==> src/rtl/wb_pkg.sv <==
// Shared types for the register-file write-back sequencer: load sizes,
// the queued load descriptor and register-file geometry.
package wb_pkg;

  localparam int unsigned XLEN     = 32;
  localparam int unsigned REG_AW   = 5;
  localparam int unsigned NUM_REGS = 32;

  localparam logic [REG_AW-1:0] REG_ZERO = 5'd0;

  typedef enum logic [1:0] {
    LD_BYTE = 2'd0,
    LD_HALF = 2'd1,
    LD_WORD = 2'd2
  } ld_size_e;

  // One outstanding load, captured at issue and consumed when its data returns
  typedef struct packed {
    logic [REG_AW-1:0] dest;
    ld_size_e          size;
    logic              is_signed;
    logic [1:0]        offset;
  } ld_desc_t;

endpackage : wb_pkg

==> src/rtl/regfile_writeback_if.sv <==
// Execute/memory/decode side signals of the write-back sequencer plus the
// two register-file write ports it drives.
interface regfile_writeback_if;
  import wb_pkg::*;

  logic              alu_valid;
  logic              alu_ready;
  logic [REG_AW-1:0] alu_dest;
  logic [XLEN-1:0]   alu_data;

  logic              ld_issue_valid;
  logic              ld_issue_ready;
  logic [REG_AW-1:0] ld_dest;
  logic [1:0]        ld_size;
  logic              ld_signed;
  logic [1:0]        ld_offset;

  logic              mem_rvalid;
  logic [XLEN-1:0]   mem_rdata;

  logic [REG_AW-1:0] read_addr_a;
  logic [REG_AW-1:0] read_addr_b;
  logic              hazard_a;
  logic              hazard_b;

  logic [REG_AW-1:0] write_addr_c;
  logic              write_enable_c;
  logic [XLEN-1:0]   write_data_c;
  logic [REG_AW-1:0] write_addr_d;
  logic              write_enable_d;
  logic [XLEN-1:0]   write_data_d;

  logic              protocol_error;

  // Pipeline / memory / decode side
  modport master (
    output alu_valid, alu_dest, alu_data,
    input  alu_ready,
    output ld_issue_valid, ld_dest, ld_size, ld_signed, ld_offset,
    input  ld_issue_ready,
    output mem_rvalid, mem_rdata,
    output read_addr_a, read_addr_b,
    input  hazard_a, hazard_b,
    input  write_addr_c, write_enable_c, write_data_c,
    input  write_addr_d, write_enable_d, write_data_d,
    input  protocol_error
  );

  // Write-back sequencer side
  modport slave (
    input  alu_valid, alu_dest, alu_data,
    output alu_ready,
    input  ld_issue_valid, ld_dest, ld_size, ld_signed, ld_offset,
    output ld_issue_ready,
    input  mem_rvalid, mem_rdata,
    input  read_addr_a, read_addr_b,
    output hazard_a, hazard_b,
    output write_addr_c, write_enable_c, write_data_c,
    output write_addr_d, write_enable_d, write_data_d,
    output protocol_error
  );

endinterface : regfile_writeback_if

==> src/rtl/load_extract.sv <==
// Lane select and sign/zero extension of a little-endian memory word
// according to the size/offset/signedness of a load descriptor.
module load_extract
  import wb_pkg::*;
(
  input  ld_desc_t        desc_i,
  input  logic [XLEN-1:0] word_i,
  output logic [XLEN-1:0] value_c
);

  logic [7:0]  byte_sel;
  logic [15:0] half_sel;

  always_comb begin
    byte_sel = word_i[7:0];
    case (desc_i.offset)
      2'd0: byte_sel = word_i[7:0];
      2'd1: byte_sel = word_i[15:8];
      2'd2: byte_sel = word_i[23:16];
      2'd3: byte_sel = word_i[31:24];
      default: byte_sel = word_i[7:0];
    endcase
  end

  // Halfwords are naturally aligned: offset[0] does not affect the lane
  assign half_sel = desc_i.offset[1] ? word_i[31:16] : word_i[15:0];

  always_comb begin
    value_c = word_i;
    case (desc_i.size)
      LD_BYTE: value_c = {{24{desc_i.is_signed & byte_sel[7]}}, byte_sel};
      LD_HALF: value_c = {{16{desc_i.is_signed & half_sel[15]}}, half_sel};
      default: value_c = word_i;
    endcase
  end

endmodule : load_extract

==> src/rtl/regfile_writeback.sv <==
// Write-side sequencer for the dual-write register file: ALU results on port c,
// in-order load returns on port d, with a pending-load scoreboard for decode.
module regfile_writeback
  import wb_pkg::*;
#(
  parameter int unsigned LOAD_DEPTH = 4
) (
  input logic                clk,
  input logic                reset,
  regfile_writeback_if.slave bus
);

  localparam int unsigned IDX_W = $clog2(LOAD_DEPTH);
  localparam int unsigned PTR_W = IDX_W + 1;

  logic [NUM_REGS-1:0] pending_q, pending_d;
  logic [PTR_W-1:0]    wr_ptr_q, wr_ptr_d;
  logic [PTR_W-1:0]    rd_ptr_q, rd_ptr_d;
  ld_desc_t            fifo_q [LOAD_DEPTH];

  logic                wec_q, wec_d;
  logic [REG_AW-1:0]   wac_q, wac_d;
  logic [XLEN-1:0]     wdc_q, wdc_d;
  logic                wed_q, wed_d;
  logic [REG_AW-1:0]   wad_q, wad_d;
  logic [XLEN-1:0]     wdd_q, wdd_d;
  logic                perr_q, perr_d;

  logic                fifo_empty;
  logic                fifo_full;
  logic                alu_fire;
  logic                ld_fire;
  logic                rsp_fire;
  logic                rsp_orphan;
  ld_desc_t            push_desc;
  ld_desc_t            head_desc;
  logic [XLEN-1:0]     ld_value;

  // Pointers carry an extra wrap bit so full and empty are distinguishable
  assign fifo_empty = (wr_ptr_q == rd_ptr_q);
  assign fifo_full  = (wr_ptr_q[IDX_W-1:0] == rd_ptr_q[IDX_W-1:0]) &&
                      (wr_ptr_q[IDX_W] != rd_ptr_q[IDX_W]);

  assign bus.alu_ready      = reset && !pending_q[bus.alu_dest];
  assign bus.ld_issue_ready = reset && !fifo_full && !pending_q[bus.ld_dest];
  assign bus.hazard_a       = pending_q[bus.read_addr_a];
  assign bus.hazard_b       = pending_q[bus.read_addr_b];

  assign alu_fire   = bus.alu_valid && bus.alu_ready;
  assign ld_fire    = bus.ld_issue_valid && bus.ld_issue_ready;
  assign rsp_fire   = bus.mem_rvalid && !fifo_empty;
  assign rsp_orphan = bus.mem_rvalid && fifo_empty;

  assign push_desc = '{dest:      bus.ld_dest,
                       size:      ld_size_e'(bus.ld_size),
                       is_signed: bus.ld_signed,
                       offset:    bus.ld_offset};
  assign head_desc = fifo_q[rd_ptr_q[IDX_W-1:0]];

  load_extract u_extract (
    .desc_i  (head_desc),
    .word_i  (bus.mem_rdata),
    .value_c (ld_value)
  );

  // Next-state: pointers, scoreboard, write ports and sticky error
  always_comb begin
    wr_ptr_d  = wr_ptr_q;
    rd_ptr_d  = rd_ptr_q;
    pending_d = pending_q;
    wec_d     = 1'b0;
    wac_d     = wac_q;
    wdc_d     = wdc_q;
    wed_d     = 1'b0;
    wad_d     = wad_q;
    wdd_d     = wdd_q;
    perr_d    = perr_q || rsp_orphan;

    if (alu_fire) begin
      wec_d = (bus.alu_dest != REG_ZERO);
      wac_d = bus.alu_dest;
      wdc_d = bus.alu_data;
    end

    if (rsp_fire) begin
      rd_ptr_d = rd_ptr_q + PTR_W'(1);
      wed_d    = (head_desc.dest != REG_ZERO);
      wad_d    = head_desc.dest;
      wdd_d    = ld_value;
      pending_d[head_desc.dest] = 1'b0;
    end

    // Applied after the clear so a same-cycle issue leaves the bit pending
    if (ld_fire) begin
      wr_ptr_d = wr_ptr_q + PTR_W'(1);
      if (bus.ld_dest != REG_ZERO) begin
        pending_d[bus.ld_dest] = 1'b1;
      end
    end

    pending_d[REG_ZERO] = 1'b0;
  end

  always_ff @(posedge clk or negedge reset) begin
    if (!reset) begin
      wr_ptr_q  <= '0;
      rd_ptr_q  <= '0;
      pending_q <= '0;
      wec_q     <= 1'b0;
      wac_q     <= '0;
      wdc_q     <= '0;
      wed_q     <= 1'b0;
      wad_q     <= '0;
      wdd_q     <= '0;
      perr_q    <= 1'b0;
    end else begin
      wr_ptr_q  <= wr_ptr_d;
      rd_ptr_q  <= rd_ptr_d;
      pending_q <= pending_d;
      wec_q     <= wec_d;
      wac_q     <= wac_d;
      wdc_q     <= wdc_d;
      wed_q     <= wed_d;
      wad_q     <= wad_d;
      wdd_q     <= wdd_d;
      perr_q    <= perr_d;
    end
  end

  // Descriptor storage needs no reset: the pointers define which entries are live
  always_ff @(posedge clk) begin
    if (ld_fire) begin
      fifo_q[wr_ptr_q[IDX_W-1:0]] <= push_desc;
    end
  end

  assign bus.write_enable_c = wec_q;
  assign bus.write_addr_c   = wac_q;
  assign bus.write_data_c   = wdc_q;
  assign bus.write_enable_d = wed_q;
  assign bus.write_addr_d   = wad_q;
  assign bus.write_data_d   = wdd_q;
  assign bus.protocol_error = perr_q;

endmodule : regfile_writeback

==> src/flat_wrapper.sv <==
// flat-port wrapper written by rule: the top's interface ports become plain ports
module regfile_writeback_flat import wb_pkg::*;
#(
  parameter int unsigned LOAD_DEPTH = 4
)
  (clk, reset, bus_alu_valid, bus_alu_dest, bus_alu_data, bus_alu_ready, bus_ld_issue_valid, bus_ld_dest, bus_ld_size, bus_ld_signed, bus_ld_offset, bus_ld_issue_ready, bus_mem_rvalid, bus_mem_rdata, bus_read_addr_a, bus_read_addr_b, bus_hazard_a, bus_hazard_b, bus_write_addr_c, bus_write_enable_c, bus_write_data_c, bus_write_addr_d, bus_write_enable_d, bus_write_data_d, bus_protocol_error);
  regfile_writeback_if bus_i ();
  input logic clk;
  input logic reset;
  input wire logic [$bits(bus_i.alu_valid)-1:0] bus_alu_valid;
  input wire logic [$bits(bus_i.alu_dest)-1:0] bus_alu_dest;
  input wire logic [$bits(bus_i.alu_data)-1:0] bus_alu_data;
  output wire logic [$bits(bus_i.alu_ready)-1:0] bus_alu_ready;
  input wire logic [$bits(bus_i.ld_issue_valid)-1:0] bus_ld_issue_valid;
  input wire logic [$bits(bus_i.ld_dest)-1:0] bus_ld_dest;
  input wire logic [$bits(bus_i.ld_size)-1:0] bus_ld_size;
  input wire logic [$bits(bus_i.ld_signed)-1:0] bus_ld_signed;
  input wire logic [$bits(bus_i.ld_offset)-1:0] bus_ld_offset;
  output wire logic [$bits(bus_i.ld_issue_ready)-1:0] bus_ld_issue_ready;
  input wire logic [$bits(bus_i.mem_rvalid)-1:0] bus_mem_rvalid;
  input wire logic [$bits(bus_i.mem_rdata)-1:0] bus_mem_rdata;
  input wire logic [$bits(bus_i.read_addr_a)-1:0] bus_read_addr_a;
  input wire logic [$bits(bus_i.read_addr_b)-1:0] bus_read_addr_b;
  output wire logic [$bits(bus_i.hazard_a)-1:0] bus_hazard_a;
  output wire logic [$bits(bus_i.hazard_b)-1:0] bus_hazard_b;
  output wire logic [$bits(bus_i.write_addr_c)-1:0] bus_write_addr_c;
  output wire logic [$bits(bus_i.write_enable_c)-1:0] bus_write_enable_c;
  output wire logic [$bits(bus_i.write_data_c)-1:0] bus_write_data_c;
  output wire logic [$bits(bus_i.write_addr_d)-1:0] bus_write_addr_d;
  output wire logic [$bits(bus_i.write_enable_d)-1:0] bus_write_enable_d;
  output wire logic [$bits(bus_i.write_data_d)-1:0] bus_write_data_d;
  output wire logic [$bits(bus_i.protocol_error)-1:0] bus_protocol_error;
  assign bus_i.alu_valid = bus_alu_valid;
  assign bus_i.alu_dest = bus_alu_dest;
  assign bus_i.alu_data = bus_alu_data;
  assign bus_alu_ready = bus_i.alu_ready;
  assign bus_i.ld_issue_valid = bus_ld_issue_valid;
  assign bus_i.ld_dest = bus_ld_dest;
  assign bus_i.ld_size = bus_ld_size;
  assign bus_i.ld_signed = bus_ld_signed;
  assign bus_i.ld_offset = bus_ld_offset;
  assign bus_ld_issue_ready = bus_i.ld_issue_ready;
  assign bus_i.mem_rvalid = bus_mem_rvalid;
  assign bus_i.mem_rdata = bus_mem_rdata;
  assign bus_i.read_addr_a = bus_read_addr_a;
  assign bus_i.read_addr_b = bus_read_addr_b;
  assign bus_hazard_a = bus_i.hazard_a;
  assign bus_hazard_b = bus_i.hazard_b;
  assign bus_write_addr_c = bus_i.write_addr_c;
  assign bus_write_enable_c = bus_i.write_enable_c;
  assign bus_write_data_c = bus_i.write_data_c;
  assign bus_write_addr_d = bus_i.write_addr_d;
  assign bus_write_enable_d = bus_i.write_enable_d;
  assign bus_write_data_d = bus_i.write_data_d;
  assign bus_protocol_error = bus_i.protocol_error;
  regfile_writeback #(.LOAD_DEPTH(LOAD_DEPTH)) u_core (.clk(clk), .reset(reset), .bus(bus_i));
endmodule
==> config.mk <==
export PLATFORM = sky130hd
export DESIGN_NAME = regfile_writeback_flat
export DESIGN_NICKNAME = d
export VERILOG_FILES = /design/src/rtl/wb_pkg.sv /design/src/rtl/regfile_writeback_if.sv /design/src/rtl/load_extract.sv /design/src/rtl/regfile_writeback.sv /design/src/flat_wrapper.sv
export SDC_FILE = /design/constraint.sdc
export NUM_CORES = 1
export LEC_CHECK = 0
export ABC_CLOCK_PERIOD_IN_PS = 3300
export BUFFER_PORTS_ARGS = -buffer_cell sky130_fd_sc_hd__buf_4
export CAP_MARGIN = 10
export CORE_MARGIN = 2
export CORE_UTILIZATION = 54
export DETAILED_ROUTE_END_ITERATION = 7
export PLACE_DENSITY_LB_ADDON = 0.3
export SYNTH_ARGS = -nofsm -noshare
export SYNTH_HDL_FRONTEND = slang
export SYNTH_SLANG_ARGS = --single-unit
==> constraint.sdc <==
create_clock -name clk -period 3.3 [get_ports clk]
set_input_delay 0.495 -clock clk [delete_from_list [all_inputs] [get_ports clk]]
set_output_delay 0.495 -clock clk [all_outputs]
set_load 0.005 [all_outputs]
==> metrics.md <==
| Metric | Value |
|---|---|
| Commonest cells after routing, fill and taps aside | `buf_4 (186), dfrtp_1 (114), nand2_1 (51)` |
| M1 GR Usage | `35.0%` |
| TNS Setup | `0 ns` |
| Final GP Congestion | `around 0.93` |
| Overall Global Routing Usage | `between 20% and 30%` |
| Initial Util | `between 50% and 60%` |
| DRC Markers | `0` |
| Wire length per cell | `approximately 20 microns` |
| FF-to-FF Start | `u_core.pending_q[23]` |
| Largest net degree at the start of global routing | `slightly above 60` |
| Cts bufs inserted | `17` |
| First-pass GRT wire length | `30500 microns` |
| Resized cells post-CTS | `0` |
| Reg2Reg Depth | `7` |
| Power Density | `898 nW/um^2` |
| Max-Cap Viols | `0` |
| Crit path max-delay family | `simple AND/OR/NAND/NOR gates` |
| Post-synthesis register bit count | `between 150 and 200` |
| Worst VDD drop | `between 0.5 and 0.6 mV` |
| CP Cell Sequence | `mux4_2, nor2b_1, or4_4, nor4_4, buf_4` |
| Synth Warn # | `0` |
| Worst Tran Pin Value | `approximately 0.72 ns` |
| Post-Syn Area per Cell | `approximately 13 sq um` |
| Initial antenna violation count | `0` |
| Synthesis-to-finish area growth | `26.9%` |
| Worst-path maximum fanout | `6` |
| Core Region | `13800 sq um` |
| CTS tree | `yes` |
| Seq/Total Area, Yosys | `53.7%` |
| Internal Pwr Total | `roughly 5400 uW` |
| Maximum root-to-sink buffer count | `2` |
| Post-synth cell types | `between 50 and 60` |
| Clk network pwr share | `21.1%` |
| Vias in the first global route | `~5800` |
| Clock sinks | `154` |
| Clock skew | `between 0.01 and 0.015 ns` |
| H-tree levels | `4` |
| Sw frac | `37.3%` |
| Arrival time worst endpoint | `2.56 ns` |
| Crit path from | `u_core.pending_q[23]` |
| Worst r2r dst | `u_core.pending_q[27]` |
| Tmin final | `slightly above 3 ns` |
| First-pass DRT Iterations | `5` |
| Slew headroom | `between 50% and 60%` |
| Post-synth EDFFs | `40` |
| Most common cell after layout, fill and taps aside | `buf_4` |
| Cts hold-fix bufs | `1` |
| Max Slew Vio Count | `0` |
| Ratio of cells with drive above 1 in the final layout | `about a third` |
| Synthesized cell area | `7550 sq um` |
| Skew-Pair Late Insertion Delay | `0.43 ns` |
| GR Util met2 | `between 40% and 50%` |
| Hold EP | `u_core.fifo_q[1][2]` |
| Hold Crit Class | `in -> reg` |
| Final hold vios | `0` |
| Die height | `approximately 120 microns` |
| Fmax | `327 MHz` |
| Util after Layout | `69.6%` |
| Combinational share of power | `between 40% and 50%` |
| Vias/cell | `slightly above 6` |
| Clock root cell | `clkbuf_16` |
| Syn nets | `slightly below 700` |
| R2R Setup Slk | `about 0.45 ns` |
| Syn Inst Count | `a little under 600` |
| Top cells by area, synth | `dfrtp_1 (38%), edfxtp_1 (16%), mux4_2 (11%), mux2_1 (6.3%), mux2i_1 (2.9%)` |
| Site Rows | `between 40 and 50` |
| Largest stage delay, worst path | `roughly 0.52 ns` |
| Met3 Use GR | `under 10%` |
| Min-Delay Path Depth | `1` |
| Switching pwr | `about 3200 uW` |
| Slowest cell on crit path | `or4_4` |
| Final period util | `between 90% and 100%` |
| IO Port Bufs | `174` |
| Vias | `approximately 5800` |
| Routed Antenna Nets | `0` |
| Die Wd | `122 microns` |
| Crit path kind | `reg -> out` |
| Io pins | `175` |
| Critical path endpoint category | `output port` |
| RSZ-0062 raised after global routing | `no` |
| Busiest grt layer | `met2` |
| Final net count | `860` |
| Grt total ovfl | `0` |
| CP Data Required Time | `2.80 ns` |
| HP Start | `bus_ld_signed` |
| Antenna cells | `0` |
| Post CTS Setup Buffer Count | `0` |
| Post-synth top flop | `dfrtp_1` |
| Ys async rst share | `approximately three quarters` |
| Startpoint Class | `flip-flop` |
| Yosys top cell area share | `between 30% and 40%` |
| Buf/Inv on CP | `1` |
| Leak pwr | `0.00407 uW` |
| Final setup fails | `0` |
| CTS clk-pin slew, worst paths | `around 0.060 ns` |
| Sequential Power Share | `38.0%` |
| Post-DP HPWL | `around 14000 microns` |
| Outcome | `complete, no violations` |
| Iteration-0 DRC Markers | `between 500 and 600` |
| Synth area leader | `dfrtp_1` |
| Post-Route WL | `19600 microns` |
| Total die area | `~15000 sq um` |
logic make-up (layout without fill, tap and decap cells):
group	after synthesis	in the layout	share of synthesized area, %
buffers and inverters	49	227	2.75
flip-flops	154	154	53.7
AO/OA/AOI/OAI	124	124	11.3
adder cells (fa/ha/maj)	5	5	0.828
multiplexers	105	105	21.0
AND/OR/NAND/NOR	152	152	9.68
XOR/XNOR	7	7	0.812
per-layer routing:
layer | share of wire, % | wire, microns
met3 | 9.6 | 1890
met2 | 48 | 9380
met1 | 39 | 7640
met5 | 0 | 0
met4 | 3.7 | 723
power groups by stage:
stage	clock network (uW)	registers, uW	logic, uW
floorplan	0	3100	2110
global placement	0	3220	3360
global route	1930	3340	3810
detailed placement	0	3280	3470
finish	1820	3260	3520
CTS	1840	3240	3510
how the worst max path moves through the flow:
| stage | endpoint | slack [ns] | cells after the start |
|---|---|---|---|
| finish | bus_ld_issue_ready | 0.25 | 5 |
| global route | bus_ld_issue_ready | 0.17 | 5 |
| global placement | u_core.fifo_q[1][2] | 0.31 | 6 |
| floorplan | u_core.fifo_q[3][0] | 0.51 | 6 |
| CTS | bus_ld_issue_ready | 0.25 | 5 |
| detailed placement | u_core.fifo_q[0][3] | 0.16 | 6 |
registers in the layout, indices dropped and copies added, names as in the netlist:
signal and cells:
u_core.bus.protocol_error 1, u_core.bus.write_addr_c 5, u_core.bus.write_addr_d 5, u_core.bus.write_data_c 32, u_core.bus.write_data_d 32, u_core.bus.write_enable_c 1
u_core.bus.write_enable_d 1, u_core.fifo_q 40, u_core.pending_q 31, u_core.rd_ptr_q 3, u_core.wr_ptr_q 3
per-stage QoR:
step,power (uW),worst slack [ns],instance area [sq um],hold slack (ns),cells
final,8600,0.246,9580,0.274,954
after detailed placement,6750,0.158,9020,0.349,921
after CTS,8590,0.246,9580,0.266,954
after global placement,6590,0.311,9020,0.345,921
after global routing,9080,0.166,9580,0.270,954
after floorplan,5210,0.514,7550,0.199,596
layout make-up:
cell class,instances,area [sq um]
Tap cell,180,225
Multi-Input combinational cell,393,3310
Sequential cell,154,4050
Timing Repair Buffer,187,1410
Clock buffer,17,425
Fill cell,974,4190
Inverter,8,30.0
Clock inverter,15,133
synth_stat cells, types with 3 or more instances:
cell and number:
clkbuf_1 26, nor2_1 43, edfxtp_1 40, o41ai_2 4
nand3b_1 4, nor2b_1 5, nand2b_1 14, nand2_1 51
a211oi_1 11, mux2_2 3, o21ai_0 5, o41ai_1 3
dfrtp_1 114, buf_2 7, o2bb2ai_1 7, mux2i_1 22
nand3_1 5, and3_1 4, mux4_2 38, ha_1 5
a21oi_1 21, o21ai_1 30, buf_1 6, a221oi_1 7
or2_1 3, mux2_1 42, o31ai_1 24, xnor2_1 5
nor3_1 10, inv_1 7
No activity file was read; power rests on OpenSTA's default activity.
